[src/rtl/ahb_generic_arbiter.sv]
// ahb_generic_arbiter
//   Single-layer AHB interconnect core: fixed-priority arbiter with lock/burst
//   hold, master-to-slave address/control/write-data mux, address decoder and
//   slave-to-master response mux.
//
// Ports
//   hclk, hreset          clock, synchronous active-high reset
//   m_busreq, m_hlock     per-master request and locked-transfer request
//   m_haddr .. m_hwdata   packed per-master AHB address/control/write data
//   hgrant                one-hot grant (next address-phase owner)
//   s_hmaster             current address-phase owner index
//   s_hmaster_lock        locked-sequence indicator
//   s_addr_out .. s_hwrite  address/control of the address-phase owner
//   s_data_out            write data of the data-phase owner
//   s_hsel                one-hot slave select decoded from s_addr_out
//   s_hready/hresp/hrdata per-slave responses
//   m_hready/hresp/hrdata response of the data-phase slave, broadcast
module ahb_generic_arbiter #(
   parameter int unsigned NUM_MASTERS = 4,
   parameter int unsigned NUM_SLAVES  = 4,
   parameter int unsigned ADDR_W      = 32,
   parameter int unsigned DATA_W      = 32
) (
   input  logic                          hclk,
   input  logic                          hreset,
   input  logic [NUM_MASTERS-1:0]        m_busreq,
   input  logic [NUM_MASTERS-1:0]        m_hlock,
   input  logic [NUM_MASTERS*ADDR_W-1:0] m_haddr,
   input  logic [NUM_MASTERS*2-1:0]      m_htrans,
   input  logic [NUM_MASTERS*3-1:0]      m_hburst,
   input  logic [NUM_MASTERS*3-1:0]      m_hsize,
   input  logic [NUM_MASTERS-1:0]        m_hwrite,
   input  logic [NUM_MASTERS*DATA_W-1:0] m_hwdata,
   output logic [NUM_MASTERS-1:0]        hgrant,
   output logic [3:0]                    s_hmaster,
   output logic                          s_hmaster_lock,
   output logic [ADDR_W-1:0]             s_addr_out,
   output logic [1:0]                    s_htrans_out,
   output logic [2:0]                    s_hburst_out,
   output logic [2:0]                    s_hsize,
   output logic                          s_hwrite,
   output logic [DATA_W-1:0]             s_data_out,
   output logic [NUM_SLAVES-1:0]         s_hsel,
   input  logic [NUM_SLAVES-1:0]         s_hready,
   input  logic [NUM_SLAVES*2-1:0]       s_hresp,
   input  logic [NUM_SLAVES*DATA_W-1:0]  s_hrdata,
   output logic                          m_hready,
   output logic [1:0]                    m_hresp,
   output logic [DATA_W-1:0]             m_hrdata
);

   localparam int unsigned MW = $clog2(NUM_MASTERS);
   localparam int unsigned SW = (NUM_SLAVES > 1) ? $clog2(NUM_SLAVES) : 1;

   localparam logic [1:0] HTRANS_BUSY = 2'd1;
   localparam logic [1:0] HTRANS_SEQ  = 2'd3;

   logic [NUM_MASTERS-1:0] grant_q, grant_d;
   logic [MW-1:0]          amaster_q, dmaster_q, grant_idx;
   logic                   lock_q;
   logic [SW-1:0]          dslave_q, aslave;
   logic                   owner_lock, grant_lock, owner_hold;

   // Index of the granted master plus its lock request
   always_comb begin
      grant_idx  = '0;
      grant_lock = 1'b0;
      for (int i = 0; i < NUM_MASTERS; i++) begin
         if (grant_q[i]) begin
            grant_idx  = MW'(i);
            grant_lock = m_hlock[i];
         end
      end
   end

   // Address/control mux for the address-phase owner
   always_comb begin
      s_addr_out   = '0;
      s_htrans_out = '0;
      s_hburst_out = '0;
      s_hsize      = '0;
      s_hwrite     = 1'b0;
      owner_lock   = 1'b0;
      for (int i = 0; i < NUM_MASTERS; i++) begin
         if (amaster_q == MW'(i)) begin
            s_addr_out   = m_haddr[i*ADDR_W +: ADDR_W];
            s_htrans_out = m_htrans[i*2 +: 2];
            s_hburst_out = m_hburst[i*3 +: 3];
            s_hsize      = m_hsize[i*3 +: 3];
            s_hwrite     = m_hwrite[i];
            owner_lock   = m_hlock[i];
         end
      end
   end

   // Write data follows the data-phase owner
   always_comb begin
      s_data_out = '0;
      for (int i = 0; i < NUM_MASTERS; i++) begin
         if (dmaster_q == MW'(i)) s_data_out = m_hwdata[i*DATA_W +: DATA_W];
      end
   end

   // Decoder: top address bits pick the slave; not gated by htrans
   if (NUM_SLAVES > 1) begin : g_dec
      assign aslave = s_addr_out[ADDR_W-1 -: SW];
   end else begin : g_dec_single
      assign aslave = 1'b0;
   end
   assign s_hsel = NUM_SLAVES'(1) << aslave;

   // Response mux driven by the slave of the previous address phase
   always_comb begin
      m_hready = 1'b0;
      m_hresp  = '0;
      m_hrdata = '0;
      for (int i = 0; i < NUM_SLAVES; i++) begin
         if (dslave_q == SW'(i)) begin
            m_hready = s_hready[i];
            m_hresp  = s_hresp[i*2 +: 2];
            m_hrdata = s_hrdata[i*DATA_W +: DATA_W];
         end
      end
   end

   // Next grant: the owner keeps the bus while locked or mid-burst;
   // otherwise lowest requesting index wins, master 0 by default
   assign owner_hold = owner_lock || (s_htrans_out == HTRANS_BUSY) ||
                       (s_htrans_out == HTRANS_SEQ);

   always_comb begin
      grant_d = NUM_MASTERS'(1);
      if (owner_hold) begin
         grant_d = grant_q;
      end else begin
         // Descending scan so the lowest index is assigned last
         for (int i = NUM_MASTERS - 1; i >= 0; i--) begin
            if (m_busreq[i]) grant_d = NUM_MASTERS'(1) << i;
         end
      end
   end

   always_ff @(posedge hclk) begin
      if (hreset) begin
         grant_q   <= NUM_MASTERS'(1);
         amaster_q <= '0;
         lock_q    <= 1'b0;
         dmaster_q <= '0;
         dslave_q  <= '0;
      end else if (m_hready) begin
         grant_q   <= grant_d;
         amaster_q <= grant_idx;
         lock_q    <= grant_lock;
         dmaster_q <= amaster_q;
         dslave_q  <= aslave;
      end
   end

   assign hgrant         = grant_q;
   assign s_hmaster      = 4'(amaster_q);
   assign s_hmaster_lock = lock_q;

endmodule

[config.mk]
export PLATFORM = sky130hd
export DESIGN_NAME = ahb_generic_arbiter
export DESIGN_NICKNAME = d
export VERILOG_FILES = /design/src/rtl/ahb_generic_arbiter.sv
export SDC_FILE = /design/constraint.sdc
export NUM_CORES = 1
export LEC_CHECK = 0
export BUFFER_PORTS_ARGS = -buffer_cell sky130_fd_sc_hd__buf_2
export CAP_MARGIN = 20
export CORE_AREA = 10 10 213 215
export CTS_CLUSTER_DIAMETER = 200
export DETAILED_ROUTE_END_ITERATION = 10
export DIE_AREA = 0 0 223 225
export GPL_ROUTABILITY_DRIVEN = 0
export SETUP_SLACK_MARGIN = 0.4
export SYNTH_ARGS = -nofsm -noshare
export SYNTH_HDL_FRONTEND = slang
export SYNTH_SLANG_ARGS = --single-unit
[constraint.sdc]
create_clock -name hclk -period 1.5 [get_ports hclk]
set_clock_uncertainty 0.1 [all_clocks]
set_input_delay 0.075 -clock hclk [delete_from_list [all_inputs] [get_ports hclk]]
set_output_delay 0.075 -clock hclk [all_outputs]
set_load 0.005 [all_outputs]
== Word level (Yosys, flattened, before mapping) ==
Index checks and enable logic that the tools add are counted.

* Flip-flop bits (word level): 11
* Logic and storage cells: 75
* Output and inout bits: 121

* Equality and inequality tests: 11
* Bitwise operators: 1
* Reduce and logical (&&, ||, !) cells: 6
* Multiplexer cells: 51
* Shifts and indexed selects: 1

{| class="wikitable"
|+ Operators by type and width
! operator !! number
|-
| 32-bit two-way mux || 12
|-
| 3-bit two-way mux || 8
|-
| 2-bit two-way mux || 10
|-
| 1-bit two-way mux || 17
|-
| 4-bit two-way mux || 4
|-
| 2-bit == test (second input constant) || 7
|-
| 2-bit by 1-bit == test with 1-bit output (second input constant) || 4
|-
| 2-bit zero test || 3
|-
| 1-bit by 2-bit left shift with 4-bit output (first input constant) || 1
|-
| 1-bit logical OR || 2
|-
| 2-bit AND reduction || 1
|-
| 1-bit inverter || 1
|}

== Longest topological paths before layout ==
Gate-level depths: netlist of the first run.

* Word-level depth: 10
* Mapped depth: 4
* Mapped depth without buffers: 3

== Worst setup path before layout of the first run ==
No wires, ideal clock.

* Path type: register -> register
* Start: reg amaster_q[0]
* End: reg grant_q[0] (netlist: hgrant[0])
* Setup slack: -0.199 ns
* Arrival time: 1.528 ns
* Period minus slack after synthesis: 1.699 ns
* Cell stages (with the launch flop): 5
* Library setup time: 0.072 ns
* Path buffers: 1
* Cell sequence: dfxtp_1 buf_6 mux4_2 nor3b_4 mux2i_1

* Word-level cells in the longest chain between the ends: 10

{| class="wikitable"
|+ RTL lines
! item !! RTL line !! text
|-
| start: declaration || 59 || <nowiki>logic [MW-1:0] amaster_q, dmaster_q, grant_idx;</nowiki>
|-
| start signal: assignment || 152 || <nowiki>amaster_q <= grant_idx;</nowiki>
|-
| 2-bit zero test || 85 || <nowiki>if (amaster_q == MW'(i)) begin</nowiki>
|-
| 2-bit two-way mux (3 in series) || 85 ||
|-
| 2-bit two-way mux * || 85 ||
|-
| via s_htrans_out[0] || 38 || <nowiki>output logic [1:0] s_htrans_out,</nowiki>
|-
| 2-bit by 1-bit == test with 1-bit output || 128 || <nowiki>assign owner_hold = owner_lock || (s_htrans_out == HTRANS_BUSY) ||</nowiki>
|-
| 1-bit logical OR || 128 ||
|-
| 1-bit logical OR * || 128 ||
|-
| 1-bit inverter (no line) * || - ||
|-
| 2-bit AND reduction (no line) * || - ||
|-
| end signal: assignment || 151 || <nowiki>grant_q <= grant_d;</nowiki>
|-
| end: declaration || 58 || <nowiki>logic [NUM_MASTERS-1:0] grant_q, grant_d;</nowiki>
|}

The timed path passes the listed nets; every way through them passes the cells marked *.
A chain may end at the register's enable or synchronous reset.

== Worst setup path in the final report of the first run ==
* Start: reg amaster_q[0]
* End: out s_hsel[3]

* Word-level cells in the longest chain between the ends: 6

{| class="wikitable"
|+ RTL lines
! item !! RTL line !! text
|-
| 2-bit zero test || 85 ||
|-
| 32-bit two-way mux (3 in series) || 85 ||
|-
| 32-bit two-way mux * || 85 ||
|-
| 1-bit by 2-bit left shift with 4-bit output * || 110 || <nowiki>assign s_hsel = NUM_SLAVES'(1) << aslave;</nowiki>
|-
| end: declaration || 43 || <nowiki>output logic [NUM_SLAVES-1:0] s_hsel,</nowiki>
|}

Mark *: on every way between the ends. The rest lies on a longest branch, timed or not.

==> results of run 1 <==
==> through the flow <==
step           hold slack [ns]  power (uW)  area, um2  utilization [%]  setup slack (ns)
3_5_place_dp             0.282        3490       6760             16.3            -0.168
4_1_cts                 0.0220        4500       7310             17.7            -0.359
3_3_place_gp             0.273        3430       6760             16.3            -0.142
5_1_grt                 0.0425        4930       7540             18.2            -0.396
6_report                0.0147        4600       7540             18.2            -0.355
2_1_floorplan            0.117        1980       3280                -            -0.152
==> routing by layer <==
metal / wire length, um / GRT usage [%] / share of wire (%)
met1: 9910 / 11.1 / 36
met2: 14000 / 17.6 / 51
met3: 3210 / 4.32 / 12
met4: 308 / 1.55 / 1.1
met5: 57 / 0 / 0.21
==> flip-flops by register name, indices dropped and copies added (netlist names) <==
register	flops
amaster_q	2
dmaster_q	2
dslave_q	2
hgrant	4
s_hmaster_lock	1
==> power by group <==
group | leakage, uW | switching (uW) | internal [uW]
Sequential | 0.0000927 | 46.9 | 329
Clock | 0.0000382 | 171 | 361
Combinational | 0.00334 | 1380 | 2310
Total | 0.00347 | 1600 | 3000
==> synthesized netlist by cell type <==
cell / count
o31a_1: 1
nand2b_1: 3
clkbuf_1: 14
nor2b_1: 6
dfxtp_1: 11
nand3_1: 1
o21ai_0: 1
a211oi_1: 4
mux4_2: 109
and3b_1: 2
nand3b_1: 1
a21oi_1: 2
conb_1: 1
inv_1: 1
buf_2: 13
mux2i_1: 6
and2_1: 2
nor3_1: 2
buf_6: 1
buf_4: 2
nor2_1: 10
a311oi_1: 1
nand2_1: 1
nor3b_4: 1
==> worst max-delay path by stage <==
| stage | depth (start not counted) | start | slack (ns) | endpoint |
|---|---|---|---|---|
| floorplan | 4 | amaster_q[0] | -0.15 | hgrant[0] |
| global placement | 3 | amaster_q[0] | -0.14 | hgrant[2] |
| detailed placement | 3 | amaster_q[0] | -0.17 | hgrant[1] |
| CTS | 4 | amaster_q[0] | -0.36 | s_hsel[3] |
| global route | 4 | amaster_q[0] | -0.40 | s_hsel[3] |
| finish | 4 | amaster_q[0] | -0.35 | s_hsel[3] |
==> worst max-delay path: cells and delay by family (launching register included) <==
family	cells	cell delay, ns
flip-flops	1	0.38
AND/OR/NAND/NOR	1	0.21
buffers and inverters	2	0.24
multiplexers	1	0.61
==> what timing repair did <==
item,CTS,global route
setup endpoints to repair,125,125
buffers inserted,13,7
hold buffers,0,0
pin swaps,2,2
cloned,6,0
resized for setup,51,36
==> area by class of cell <==
class,count,area (um2)
well taps,539,674
multi-input cells,155,2810
clock buffers,4,78.8
fillers,4603,33800
repair buffers,610,3740
flip-flops and latches,11,234
inverters,1,3.75
diodes,2,5.00
==> logic make-up (layout without fill, tap and decap cells) <==
logic type | after synthesis | in the layout
compound gates | 9 | 9
buf+inv | 31 | 615
flops | 11 | 11
mux | 115 | 115
other cells | 1 | 4
simple gates | 29 | 29
==> flow_metrics.tcl, run 1 <==
set metrics [dict create \
    crit_path_end_kind "output port" \
    die_h_um 225 \
    critical_path_required_ns 1.32 \
    clock_tree.buffer_depth 2 \
    status "finished, violations left" \
    cts_max_level 1 \
    crit_path_max_incr_delay_ns 0.61 \
    num_rows 75 \
    drcViolationCount 0 \
    holdPathEnd "hgrant[1]" \
    timing.final.ws_setup_ns -0.355 \
    hold_start "m_busreq[1]" \
    final_max_slew_viol_count 0 \
    synthCells 196 \
    finalNonFillerCells 1322 \
    ios 563 \
    rr_worst_depth 4 \
    synth-simple-area-share_pct 5.42 \
    timing.final.crit_share_pct 124 \
    path_cells "buf_12 -> mux4_2 -> and2_4 -> buf_6" \
    syn_area_um2 3120 \
    critical_path_class "reg2out" \
    routed_wl_um 27500 \
    min_period_ns 1.85 \
    cts-buffers-inserted 3 \
    r2r-start "amaster_q[0]" \
    ir_worst_vdd_mv 0.330 \
    final_nets 1224 \
    synth_compound_area_share_pct 2.01 \
    dp_hpwl_um 24900 \
    r2r_setup_slack_ns -0.28 \
    rr_endpoint "hgrant[3]" \
    netlist.area_leader.share_pct 78.7 \
    arrival_ns 1.68 \
    min_path_cells 3 \
    power.leakage_uw 0.00347 \
    die_x_um 223 \
    ant_nets 0 \
    synth_xor_area_share_pct 0 \
    grt_pass1_wl_um 37700 \
    core_area_um2 41400 \
    grt_overflow 0 \
    setup_tns_ns -29.66 \
    cp_max_fo 6 \
    ys_seq_elements 11 \
    insertion_delay_ns 0.25 \
    dpl.cell_count 1290 \
    yosysSeqAreaShare_pct 7.06 \
    die_area_um2 50200 \
    netlist-cell-type-count 24 \
    vias 4801 \
    final_cell_mix "buf_2, mux4_2, buf_6" \
    start_kind "flop" \
    grt_max_degree 33 \
    synth_warnings 0 \
    port_buffers 560 \
    clkSinkCount 11 \
    synth_top_family_by_area "multiplexers" \
    yosysTopAreaCell "mux4_2" \
    first_iter_violations 171 \
    drive_gt1_share_pct 94.5 \
    critPathSlowestCell "mux4_2" \
    viasPerCell 3.63 \
    max_freq_mhz 539 \
    finalHoldViolCount 0 \
    synthTopCellsByArea "mux4_2, dfxtp_1, buf_2" \
    track_usage_pct 9.97 \
    area_growth_pct 142 \
    hp-class "in2reg" \
    cts_tree "built" \
    final_common_cell "buf_2" \
    avgRoutedWirePerCell_um 20.8 \
    first_pass_iters 6 \
    p_per_area_nw_per_um2 610 \
    clk_pin_slew_ns 0.05 \
    syn_area_per_cell_um2 15.9 \
    violations "setup timing" \
    rsz0062_at_grt "yes" \
    synth_mux_area_share_pct 80.7 \
    cts-root-buf "clkbuf_16" \
    antenna_found_initial 12 \
    max_cap_viol_count 0 \
    grt_pass1_vias 5652 \
    synth_fa_ha_area_share_pct 0 \
    start_util_pct 7.53 \
    finalSetupViolations 123 \
]
(Power assumes the default switching activity.)
==> run 2: changes to the inputs <==
--- a/config.mk
+++ b/config.mk
@@ -7,11 +7,14 @@
 export LEC_CHECK = 0
 export BUFFER_PORTS_ARGS = -buffer_cell sky130_fd_sc_hd__buf_2
 export CAP_MARGIN = 20
-export CORE_AREA = 10 10 213 215
+export CELL_PAD_IN_SITES_DETAIL_PLACEMENT = 0
+export CELL_PAD_IN_SITES_GLOBAL_PLACEMENT = 1
+export CORE_AREA = 10 10 211 213
 export CTS_CLUSTER_DIAMETER = 200
 export DETAILED_ROUTE_END_ITERATION = 10
-export DIE_AREA = 0 0 223 225
+export DIE_AREA = 0 0 221 223
 export GPL_ROUTABILITY_DRIVEN = 0
+export PLACE_DENSITY_LB_ADDON = 0.1
 export SETUP_SLACK_MARGIN = 0.4
 export SYNTH_ARGS = -nofsm -noshare
 export SYNTH_HDL_FRONTEND = slang
==> flow_metrics.tcl, run 2 (synthesized netlist as in run 1, its figures left out) <==
set metrics [dict create \
    status "finished, violations left" \
    violations "setup timing" \
    final_common_cell "buf_2" \
    antenna_found_initial 4 \
    hold_start "m_busreq[1]" \
    core_area_um2 40400 \
    viasPerCell 3.52 \
    dp_hpwl_um 25500 \
    cts-root-buf "clkbuf_16" \
    start_kind "flop" \
    critPathSlowestCell "mux4_2" \
    max_cap_viol_count 0 \
    largest_reg_flops 4 \
    finalHoldViolCount 0 \
    cts_tree "built" \
    start_util_pct 7.72 \
    path_cells "buf_12 -> mux4_2 -> and2_4 -> buf_6" \
    postPlaceCellArea_um2 6810 \
    num_rows 74 \
    die_x_um 221 \
    timing.final.crit_share_pct 121 \
    net-switching-power_uw 1570 \
    die_h_um 223 \
    drive_gt1_share_pct 94.5 \
    min_path_cells 3 \
    rr_worst_depth 5 \
    timing.final.ws_setup_ns -0.318 \
    routed_wl_um 28500 \
    comb_power_share_pct 81.0 \
    area_growth_pct 142 \
    final_max_slew_viol_count 0 \
    avgRoutedWirePerCell_um 21.7 \
    finalSetupViolations 123 \
    track_usage_pct 10.9 \
    swShare_pct 34.1 \
    r2r_setup_slack_ns -0.25 \
    power.leakage_uw 0.00346 \
    die_area_um2 49300 \
    cp_max_fo 6 \
    worst_path_dominant_cell_family "multiplexers" \
    fillCellCount 4622 \
    max_freq_mhz 550 \
    grt_pass1_wl_um 40000 \
    first_iter_violations 116 \
    ant_nets 0 \
    final_cell_area_um2 7540 \
    p_int_uw 3040 \
    final_nets 1221 \
    port_buffers 560 \
    rr_endpoint "hgrant[0]" \
    ios 563 \
    arrival_ns 1.64 \
    multi_input_area_um2 2810 \
    drcViolationCount 0 \
    cp_num_buf_inv 2 \
    clk_pin_slew_ns 0.04 \
    pre_cts_ws_ns -0.169 \
    critical_path_required_ns 1.32 \
    insertion_delay_ns 0.24 \
    grt_pass1_vias 5426 \
    ir_worst_vdd_mv 0.401 \
    final_cell_mix "buf_2, mux4_2, buf_6" \
    cts-buffers-inserted 3 \
    min_period_ns 1.82 \
    clock_tree.buffer_depth 2 \
    seqPwrFrac_pct 8.3 \
    cts_max_level 1 \
    r2r-start "amaster_q[0]" \
    clkSinkCount 11 \
    p_clk_share_pct 10.8 \
    p_per_area_nw_per_um2 611 \
    grt_overflow 0 \
    crit_start "amaster_q[0]" \
    first_pass_iters 4 \
    crit_path_end_kind "output port" \
    regArea_um2 234 \
    hp-class "in2reg" \
    grt_max_degree 38 \
    crit_path_max_incr_delay_ns 0.60 \
    holdPathEnd "hgrant[1]" \
    final_util_pct 18.7 \
    rsz0062_at_grt "yes" \
    critical_path_class "reg2out" \
    vias 4619 \
]
-- run 2: area by class of cell --
cell class | instances | area share, %
flip-flops and latches | 11 | 3.10
diodes | 4 | 0.133
inverters | 1 | 0.0498
well taps | 532 | 8.83
repair buffers | 607 | 49.6
multi-input cells | 155 | 37.2
clock buffers | 4 | 1.05
-- run 2: how the worst max path moves through the flow --
stage	end	slack, ns	depth (start not counted)
6_report	s_hsel[3]	-0.32	4
2_1_floorplan	hgrant[0]	-0.15	4
5_1_grt	s_htrans_out[1]	-0.36	4
3_5_place_dp	hgrant[1]	-0.17	4
3_3_place_gp	hgrant[2]	-0.14	4
4_1_cts	s_hsel[3]	-0.32	4
-- run 2: tightest hold or removal path, cell delays in order --
cell and delay, ns:
buf_2 0.12, nand2_1 0.07, mux2i_1 0.06
-- run 2: metrics by stage --
step	hold WS (ns)	total power [uW]	setup TNS (ns)	instances
4_1_cts	0.0442	4600	-28.96	1307
3_3_place_gp	0.298	3590	-4.43	1282
2_1_floorplan	0.117	1980	-0.607	197
5_1_grt	0.0631	4960	-34.86	1310
6_report	0.0496	4610	-27.07	1314
3_5_place_dp	0.299	3560	-4.10	1282
-- run 2: repair_timing --
item,CTS,global route
resized for setup,44,24
cloned,6,0
pin swaps,1,1
setup endpoints to repair,125,126
hold buffers,0,0
buffers inserted,15,3
-- run 2: routing by layer --
metal | up-vias | part of all wire (%) | track usage (%)
met2 | 304 | 55 | 21.4
met3 | 2 | 9.9 | 4.43
met5 | - | 0 | 0
li1 | 2087 | - | -
met1 | 2226 | 35 | 10.7
met4 | 0 | 0.24 | 0.729
-- run 2: power groups by stage --
stage,registers [uW],logic [uW],clock network [uW]
2_1_floorplan,351,1630,0
3_3_place_gp,381,3210,0
3_5_place_dp,380,3180,0
4_1_cts,380,3700,515
5_1_grt,389,4040,535
6_report,381,3730,497
